## src/rtl/seg7_scan_driver_if.sv

```systemverilog
// rtl/seg7_scan_driver_if.sv - display-side bus of the 7-segment scan driver.
// Optional bright field exists only when SCAN_BRIGHTNESS_EN is defined.
interface seg7_scan_driver_if;
  logic        en;
  logic [27:0] segs;
  logic [6:0]  seg_n;
  logic [3:0]  an_n;
  logic        frame_done;
`ifdef SCAN_BRIGHTNESS_EN
  logic [3:0]  bright;

  modport master (output en, segs, bright, input seg_n, an_n, frame_done);
  modport slave  (input en, segs, bright, output seg_n, an_n, frame_done);
`else
  modport master (output en, segs, input seg_n, an_n, frame_done);
  modport slave  (input en, segs, output seg_n, an_n, frame_done);
`endif
endinterface

```

## src/rtl/seg7_scan_driver.sv

```systemverilog
// rtl/seg7_scan_driver.sv - multiplexes a 4-digit segment bus onto shared pins with blanking.
// SCAN_BRIGHTNESS_EN adds a per-frame brightness duty cycle within each lit phase.
module seg7_scan_driver #(
  parameter int DIGIT_CYCLES = 50000,
  parameter int BLANK_CYCLES = 500
) (
  input  logic                clk,
  input  logic                reset,
  seg7_scan_driver_if.slave   bus
);

  localparam int MAX_CYCLES = (DIGIT_CYCLES > BLANK_CYCLES) ? DIGIT_CYCLES : BLANK_CYCLES;
  localparam int CW         = (MAX_CYCLES > 1) ? $clog2(MAX_CYCLES) : 1;
  localparam logic [CW-1:0] BLANK_LAST = CW'(BLANK_CYCLES - 1);
  localparam logic [CW-1:0] DIGIT_LAST = CW'(DIGIT_CYCLES - 1);

  typedef enum logic [1:0] {IDLE, BLANK, ON} state_t;

  state_t        state_q, state_d;
  logic [CW-1:0] cnt_q, cnt_d;
  logic [1:0]    dig_q, dig_d;
  logic [27:0]   snap_q, snap_d;
  logic [3:0]    an_n_q, an_n_d;
  logic [6:0]    seg_n_q, seg_n_d;
  logic          frame_done_q, frame_done_d;
  logic          lit;
  logic [6:0]    seg_sel;
`ifdef SCAN_BRIGHTNESS_EN
  logic [3:0]    bright_q, bright_d;
  logic [31:0]   lit_len;
`endif

  always_comb begin
    state_d      = state_q;
    cnt_d        = cnt_q;
    dig_d        = dig_q;
    snap_d       = snap_q;
    frame_done_d = 1'b0;
`ifdef SCAN_BRIGHTNESS_EN
    bright_d     = bright_q;
`endif
    // en low wins over every transition, including the frame_done of a just-finished frame
    if (!bus.en) begin
      state_d = IDLE;
      cnt_d   = '0;
      dig_d   = '0;
    end else begin
      case (state_q)
        IDLE: begin
          state_d = BLANK;
          cnt_d   = '0;
          dig_d   = '0;
          snap_d  = bus.segs;
`ifdef SCAN_BRIGHTNESS_EN
          bright_d = bus.bright;
`endif
        end
        BLANK: begin
          if (cnt_q == BLANK_LAST) begin
            state_d = ON;
            cnt_d   = '0;
          end else begin
            cnt_d = cnt_q + 1'b1;
          end
        end
        ON: begin
          if (cnt_q == DIGIT_LAST) begin
            state_d = BLANK;
            cnt_d   = '0;
            if (dig_q == 2'd3) begin
              dig_d        = '0;
              frame_done_d = 1'b1;
              snap_d       = bus.segs;
`ifdef SCAN_BRIGHTNESS_EN
              bright_d     = bus.bright;
`endif
            end else begin
              dig_d = dig_q + 2'd1;
            end
          end else begin
            cnt_d = cnt_q + 1'b1;
          end
        end
        default: state_d = IDLE;
      endcase
    end

    // Pins are derived from the next state so they are registered without adding latency
`ifdef SCAN_BRIGHTNESS_EN
    lit_len = ((32'(bright_d) + 32'd1) * 32'(DIGIT_CYCLES)) >> 4;
    lit     = (state_d == ON) && (32'(cnt_d) < lit_len);
`else
    lit     = (state_d == ON);
`endif

    case (dig_d)
      2'd0:    seg_sel = snap_d[6:0];
      2'd1:    seg_sel = snap_d[13:7];
      2'd2:    seg_sel = snap_d[20:14];
      default: seg_sel = snap_d[27:21];
    endcase

    an_n_d  = lit ? ~(4'b0001 << dig_d) : 4'hF;
    seg_n_d = lit ? seg_sel : 7'h7F;
  end

  always_ff @(posedge clk or posedge reset) begin
    if (reset) begin
      state_q      <= IDLE;
      cnt_q        <= '0;
      dig_q        <= '0;
      snap_q       <= 28'hFFFFFFF;
      an_n_q       <= 4'hF;
      seg_n_q      <= 7'h7F;
      frame_done_q <= 1'b0;
`ifdef SCAN_BRIGHTNESS_EN
      bright_q     <= 4'hF;
`endif
    end else begin
      state_q      <= state_d;
      cnt_q        <= cnt_d;
      dig_q        <= dig_d;
      snap_q       <= snap_d;
      an_n_q       <= an_n_d;
      seg_n_q      <= seg_n_d;
      frame_done_q <= frame_done_d;
`ifdef SCAN_BRIGHTNESS_EN
      bright_q     <= bright_d;
`endif
    end
  end

  assign bus.an_n       = an_n_q;
  assign bus.seg_n      = seg_n_q;
  assign bus.frame_done = frame_done_q;

endmodule
```

## src/flat_wrapper.sv

```systemverilog
// flat-port wrapper written by rule: the top's interface ports become plain ports
module seg7_scan_driver_flat 
#(
  parameter int DIGIT_CYCLES = 50000,
  parameter int BLANK_CYCLES = 500
)
  (clk, reset, bus_en, bus_segs, bus_seg_n, bus_an_n, bus_frame_done);
  seg7_scan_driver_if bus_i ();
  input  logic clk;
  input  logic reset;
  input wire logic [$bits(bus_i.en)-1:0] bus_en;
  input wire logic [$bits(bus_i.segs)-1:0] bus_segs;
  output wire logic [$bits(bus_i.seg_n)-1:0] bus_seg_n;
  output wire logic [$bits(bus_i.an_n)-1:0] bus_an_n;
  output wire logic [$bits(bus_i.frame_done)-1:0] bus_frame_done;
  assign bus_i.en = bus_en;
  assign bus_i.segs = bus_segs;
  assign bus_seg_n = bus_i.seg_n;
  assign bus_an_n = bus_i.an_n;
  assign bus_frame_done = bus_i.frame_done;
  seg7_scan_driver #(.DIGIT_CYCLES(DIGIT_CYCLES), .BLANK_CYCLES(BLANK_CYCLES)) u_core (.clk(clk), .reset(reset), .bus(bus_i));
endmodule
```

## config.mk

```make
export PLATFORM = sky130hd
export DESIGN_NAME = seg7_scan_driver_flat
export DESIGN_NICKNAME = d
export VERILOG_FILES = /design/src/rtl/seg7_scan_driver_if.sv /design/src/rtl/seg7_scan_driver.sv /design/src/flat_wrapper.sv
export SDC_FILE = /design/constraint.sdc
export NUM_CORES = 1
export LEC_CHECK = 0
export CAP_MARGIN = 30
export CORE_MARGIN = 3
export CORE_UTILIZATION = 31
export DETAILED_ROUTE_END_ITERATION = 10
export HOLD_SLACK_MARGIN = 0.12
export PLACE_DENSITY = 0.61
export SLEW_MARGIN = 10
export SYNTH_ARGS = -nofsm -noshare
export SYNTH_HDL_FRONTEND = slang
export SYNTH_SLANG_ARGS = --single-unit
```

## constraint.sdc

```tcl
create_clock -name clk -period 5.95 [get_ports clk]
set_input_delay 0.8925 -clock clk [delete_from_list [all_inputs] [get_ports clk]]
set_output_delay 0.8925 -clock clk [all_outputs]
set_load 0.02 [all_outputs]
```

Yosys cells after proc, flatten, opt, wreduce, memory -nomap -nowiden
Cells that the tools add are included.

storage, ports and cells
  register bits after elaboration = 60
  latch bits = 0
  RAM bits = 0
  memory bits (read-only) = 0
  output and inout port bits = 12
  memories kept = 0

cells by class
  $add $sub $neg = 2
  $mul = 0
  div/mod/pow operators = 0
  magnitude comparators = 0
  equal/unequal tests = 9
  shift-type cells = 1
  mux-type cells = 23
  bitwise logic cells = 1
  reductions and logical operators = 2

operator list
  kind                     number
  $mux W28                 3
  $pmux W28 S2             1
  $mux W16                 3
  $pmux W16 S3             1
  $pmux W7 S3              1
  $add A16 B1 Y16 const B  1
  $eq A16 B16 Y1 const B   1
  $eq A16 B9 Y1 const B    1
  $mux W2                  6
  $eq A2 B2 Y1 const B     4
  $mux W7                  1
  $pmux W2 S3              1
  $eq A2 B1 Y1 const B     2
  $logic_not A2 Y1         2
  $mux W1                  4
  $mux W4                  1
  $ne A4 B1 Y1 const B     1
  $not A4 Y4               1
  $pmux W2 S2              1
  $shl A1 B2 Y4 const A    1
  $add A2 B1 Y2 const B    1

Logic depth before layout (Yosys ltp)
  depth in word-level cells = 8
  gate-level depth with buffers = 10

Least setup slack after synthesis
Ideal clock, no wire load.

  kind = reg2reg
  start = register u_core.cnt_q[10]
  end = register u_core.seg_n_q[2], in the netlist u_core.bus.seg_n[2]
  setup time = 0.083 ns
  arrival = 2.669 ns
  required time = 5.867 ns
  path slack = 3.197 ns
  cell stages (with the launch flop) = 8
  buffers on the path = 1
  period minus slack after synthesis = 2.753 ns
  cell sequence = dfrtp_1 or4_4 nor4_2 mux2_2 a22oi_1 clkbuf_1 a41oi_1 o32a_1

between the ends
  word-level cells in the longest chain between the ends = 7
  elaborated cells between the ends (all ways) = 18
  classes of those cells = eq/ne (5); mux (12); reduce/logical (1)

RTL lines
  element                                     line                     source
  from (decl)                                 seg7_scan_driver.sv:20   logic [CW-1:0] cnt_q, cnt_d;
  from (signal assigned)                      seg7_scan_driver.sv:121  cnt_q <= cnt_d;
  $eq A16 B16 Y1                              seg7_scan_driver.sv:67   if (cnt_q == DIGIT_LAST) begin
  $mux W2                                     seg7_scan_driver.sv:67
  $pmux W2 S2                                 seg7_scan_driver.sv:48   case (state_q)
  $mux W2                                     seg7_scan_driver.sv:43   if (!bus.en) begin
  $eq A2 B2 Y1, or another cell as far along  seg7_scan_driver.sv:96   case (dig_d)
  $pmux W7 S3                                 seg7_scan_driver.sv:96
  $mux W7 (*)                                 seg7_scan_driver.sv:104  seg_n_d = lit ? seg_sel : 7'h7F;
  via u_core.seg_n_d[2]                       seg7_scan_driver.sv:24   logic [6:0] seg_n_q, seg_n_d;
  to (signal assigned)                        seg7_scan_driver.sv:125  seg_n_q <= seg_n_d;
  to (decl)                                   seg7_scan_driver.sv:24

Mark *: on every way through the listed nets, which the timed path passes. The rest lies on a longest branch.
A chain may end at the register's enable or synchronous reset.

Worst setup path after layout
  start = register u_core.cnt_q[10]
  end = register u_core.seg_n_q[6], in the netlist u_core.bus.seg_n[6]

Same word-level chain as after synthesis.

==> run_results.csv <==
group,metric,value,unit
placement,io_buffers,42,
global_route,antenna_found_initial,0,
drt,drc_errors,0,
logic_synthesis,synthFlopType,"dfstp_2",
sta,fmax,0.285,GHz
clock_tree,ctsResizeCount,0,
power_and_ir_drop,power_switching,0.247,mW
clock_tree,cts_buffer_depth,2,
critical_path,slowest_stage,"a22oi_1",
critical_path,crit_required,6.22,ns
sta,rsz0062_at_grt,"no",
drt,vias,2645,
drt,firstDrtPassIters,5,
sta,slew_violations,0,
global_route,overflow,0,
clock_tree,clkTransAtPathRegs,0.08,ns
final_layout,drive_gt1_frac,0.206,
power_and_ir_drop,p_int,0.728,mW
power_and_ir_drop,swShare,0.253,
power_and_ir_drop,p_leak,1.50,nW
critical_path,worst_setup_path_start_kind,"flip-flop",
sta,setup_tns,0,ns
hold_path,hp-class,"reg -> reg",
sta,post-route-period-util,0.589,
global_route,groute.usage.overall,0.148,
logic_synthesis,netlist-cell-type-count,46,
sta,fin_crit,3.51,ns
logic_synthesis,postSynthCellCount,313,
final_layout,final_common_cell,"clkdlybuf4s50_1",
clock_tree,htreeDepth,3,
die,initial_core_util,0.328,
sta,worstMarginPinSlew,1.05,ns
die,core_area,9460,sq um
logic_synthesis,ys_ff_latch,60,
drt,routedWlPerCell,16.2,microns
final_layout,final_area,3870,sq um
drt,viasPerCell,5.42,
clock_tree,postCtsSetupBuffers,0,
global_route,grt_pass1_vias,2644,
logic_synthesis,async_reset_ff_frac,1.00,
critical_path,path_cells,"or4_4 -> nor4_2 -> mux2_2 -> a22oi_1 -> nand3b_1 -> a21oi_1 -> o32a_1",
global_route,grt_first_pass_wirelength,13300,microns
clock_tree,cts_tree,"built",
drt,wl,7930,microns
drt,ant_nets,0,
critical_path,worstPathArrival,3.78,ns
sta,hold_viol,0,
logic_synthesis,synth_edf_count,0,
logic_synthesis,syn_avg_cell_area,9.90,sq um
die,io_pins,43,
final_layout,fin_cells,488,
clock_tree,cts_root_buf,"clkbuf_8",
critical_path,max_stage_delay,0.79,ns
placement,post_dp_cell_area,3650,sq um
die,dieArea,11200,sq um
run_status,run_status,"completed",
power_and_ir_drop,p_comb_frac,0.111,
clock_tree,clock-sinks,60,
clock_tree,numCtsBuffers,9,
final_layout,area_growth,24.9,%
sta,clock_skew,0.0144,ns
sta,maxSlewHeadroom,0.297,
logic_synthesis,ys_seq_area_frac,0.500,
critical_path,crit_path_end_kind,"flip-flop",
final_layout,antennaDiodeCount,0,
die,placementRows,35,
run,maxCapViolCount,0,
power_and_ir_drop,clock_power_share,0.407,
power_and_ir_drop,seqPwrFrac,0.482,
sta,setup_viol,0,
final_layout,final_cell_mix,"clkdlybuf4s50_1, dfstp_2, nand3_1, o21ai_0, nand2_1",
die,die_w,106,microns
critical_path,crit_type,"reg -> reg",
clock_tree,clock_latency,0.35,ns
power_and_ir_drop,cellPowerDensity,252,nW/um^2
critical_path,path_buf_inv,0,
logic_synthesis,syn-num-nets,350,
clock_tree,cts_hold_buffers,0,
final_layout,nets,391,
critical_path,critPathTopFamily,"simple AND/OR/NAND/NOR gates",
power_and_ir_drop,peakVddDrop,142,uV
die,die_h,106,microns
logic_synthesis,synth_area,3100,sq um
drt,drtIter0Drc,112,
placement,dpl.cell_count,472,
critical_path,crit_fanout,12,
global_route,grt_max_degree,61,
placement,hpwl,5560,microns
placement,gp_congestion,0.845,
logic_synthesis,yosysWarnings,0,
-- power groups by stage --
stage	clock (mW)	combinational (mW)	sequential (mW)
2_1_floorplan	0	0.0660	0.472
3_3_place_gp	0	0.107	0.474
3_5_place_dp	0	0.109	0.476
4_1_cts	0.408	0.109	0.469
5_1_grt	0.426	0.121	0.473
6_report	0.397	0.108	0.470
-- cells in the mapped netlist (6+ instances only) --
library cell / count / area (sq um)
ha_1: 6 / 75.1
dfstp_2: 39 / 1020
nor2_1: 16 / 60.1
nand2_1: 23 / 86.3
o32a_1: 7 / 70.1
inv_1: 16 / 60.1
a31oi_1: 8 / 50.1
a41oi_1: 7 / 61.3
dfrtp_1: 21 / 526
nand3_1: 38 / 190
clkbuf_1: 12 / 45.0
a22o_1: 14 / 123
a21oi_1: 10 / 50.1
o21ai_0: 25 / 125
a22oi_1: 12 / 90.1
-- kinds of logic (layout without fill, tap and decap cells) --
logic type	Yosys count	in the layout	share of synthesized area
AO/OA/AOI/OAI	101	101	0.231
XOR/XNOR	5	5	0.0141
adder cells (fa/ha/maj)	6	6	0.0242
buffers and inverters	35	81	0.0464
flip-flops	60	60	0.500
multiplexers	2	2	0.0109
AND/OR/NAND/NOR	104	104	0.173
-- sequential cells by signal (all words and copies together), names as in the netlist --
name and cells:
u_core.bus.an_n 4, u_core.bus.frame_done 1, u_core.bus.seg_n 7, u_core.cnt_q 16, u_core.dig_q 2, u_core.snap_q 28, u_core.state_q 2
-- per-layer routing --
layer  GRT usage  share of wire  vias to the layer above
met5           0              0                        -
met4      0.0444          0.016                        0
met1       0.192           0.44                     1310
li1            -              -                     1255
met3      0.0498          0.063                       12
met2       0.235           0.48                       68
-- final timing paths --
check | end | slack (ns) | cells past startpoint | startpoint
setup reg to reg | u_core.bus.seg_n[6] | 2.44 | 7 | u_core.cnt_q[10]
hold reg to reg | u_core.cnt_q[13] | 0.54 | 1 | u_core.cnt_q[13]
hold / removal | u_core.cnt_q[13] | 0.54 | 1 | u_core.cnt_q[13]
max in group asynchronous | u_core.dig_q[0] | 4.37 | 3 | reset
setup / recovery | u_core.bus.seg_n[6] | 2.44 | 7 | u_core.cnt_q[10]
min in group asynchronous | u_core.cnt_q[12] | 1.08 | 3 | reset
-- metrics by stage --
step	util	worst slack (ns)	hold WS, ns	total power [mW]
2_1_floorplan	-	3.20	0.473	0.538
3_3_place_gp	0.384	2.37	0.516	0.582
3_5_place_dp	0.386	2.21	0.523	0.585
4_1_cts	0.409	2.46	0.541	0.987
5_1_grt	0.409	2.19	0.570	1.02
6_report	0.409	2.44	0.539	0.975
-- area by class of cell --
cell class	count	area, sq um
clock buffer	10	149
clock inverter	6	70.1
inverter	17	63.8
sequential	60	1550
timing repair buffer	48	465
tap	129	161
multi-input combinational	218	1410
fill	956	5590
(Power assumes the default switching activity.)
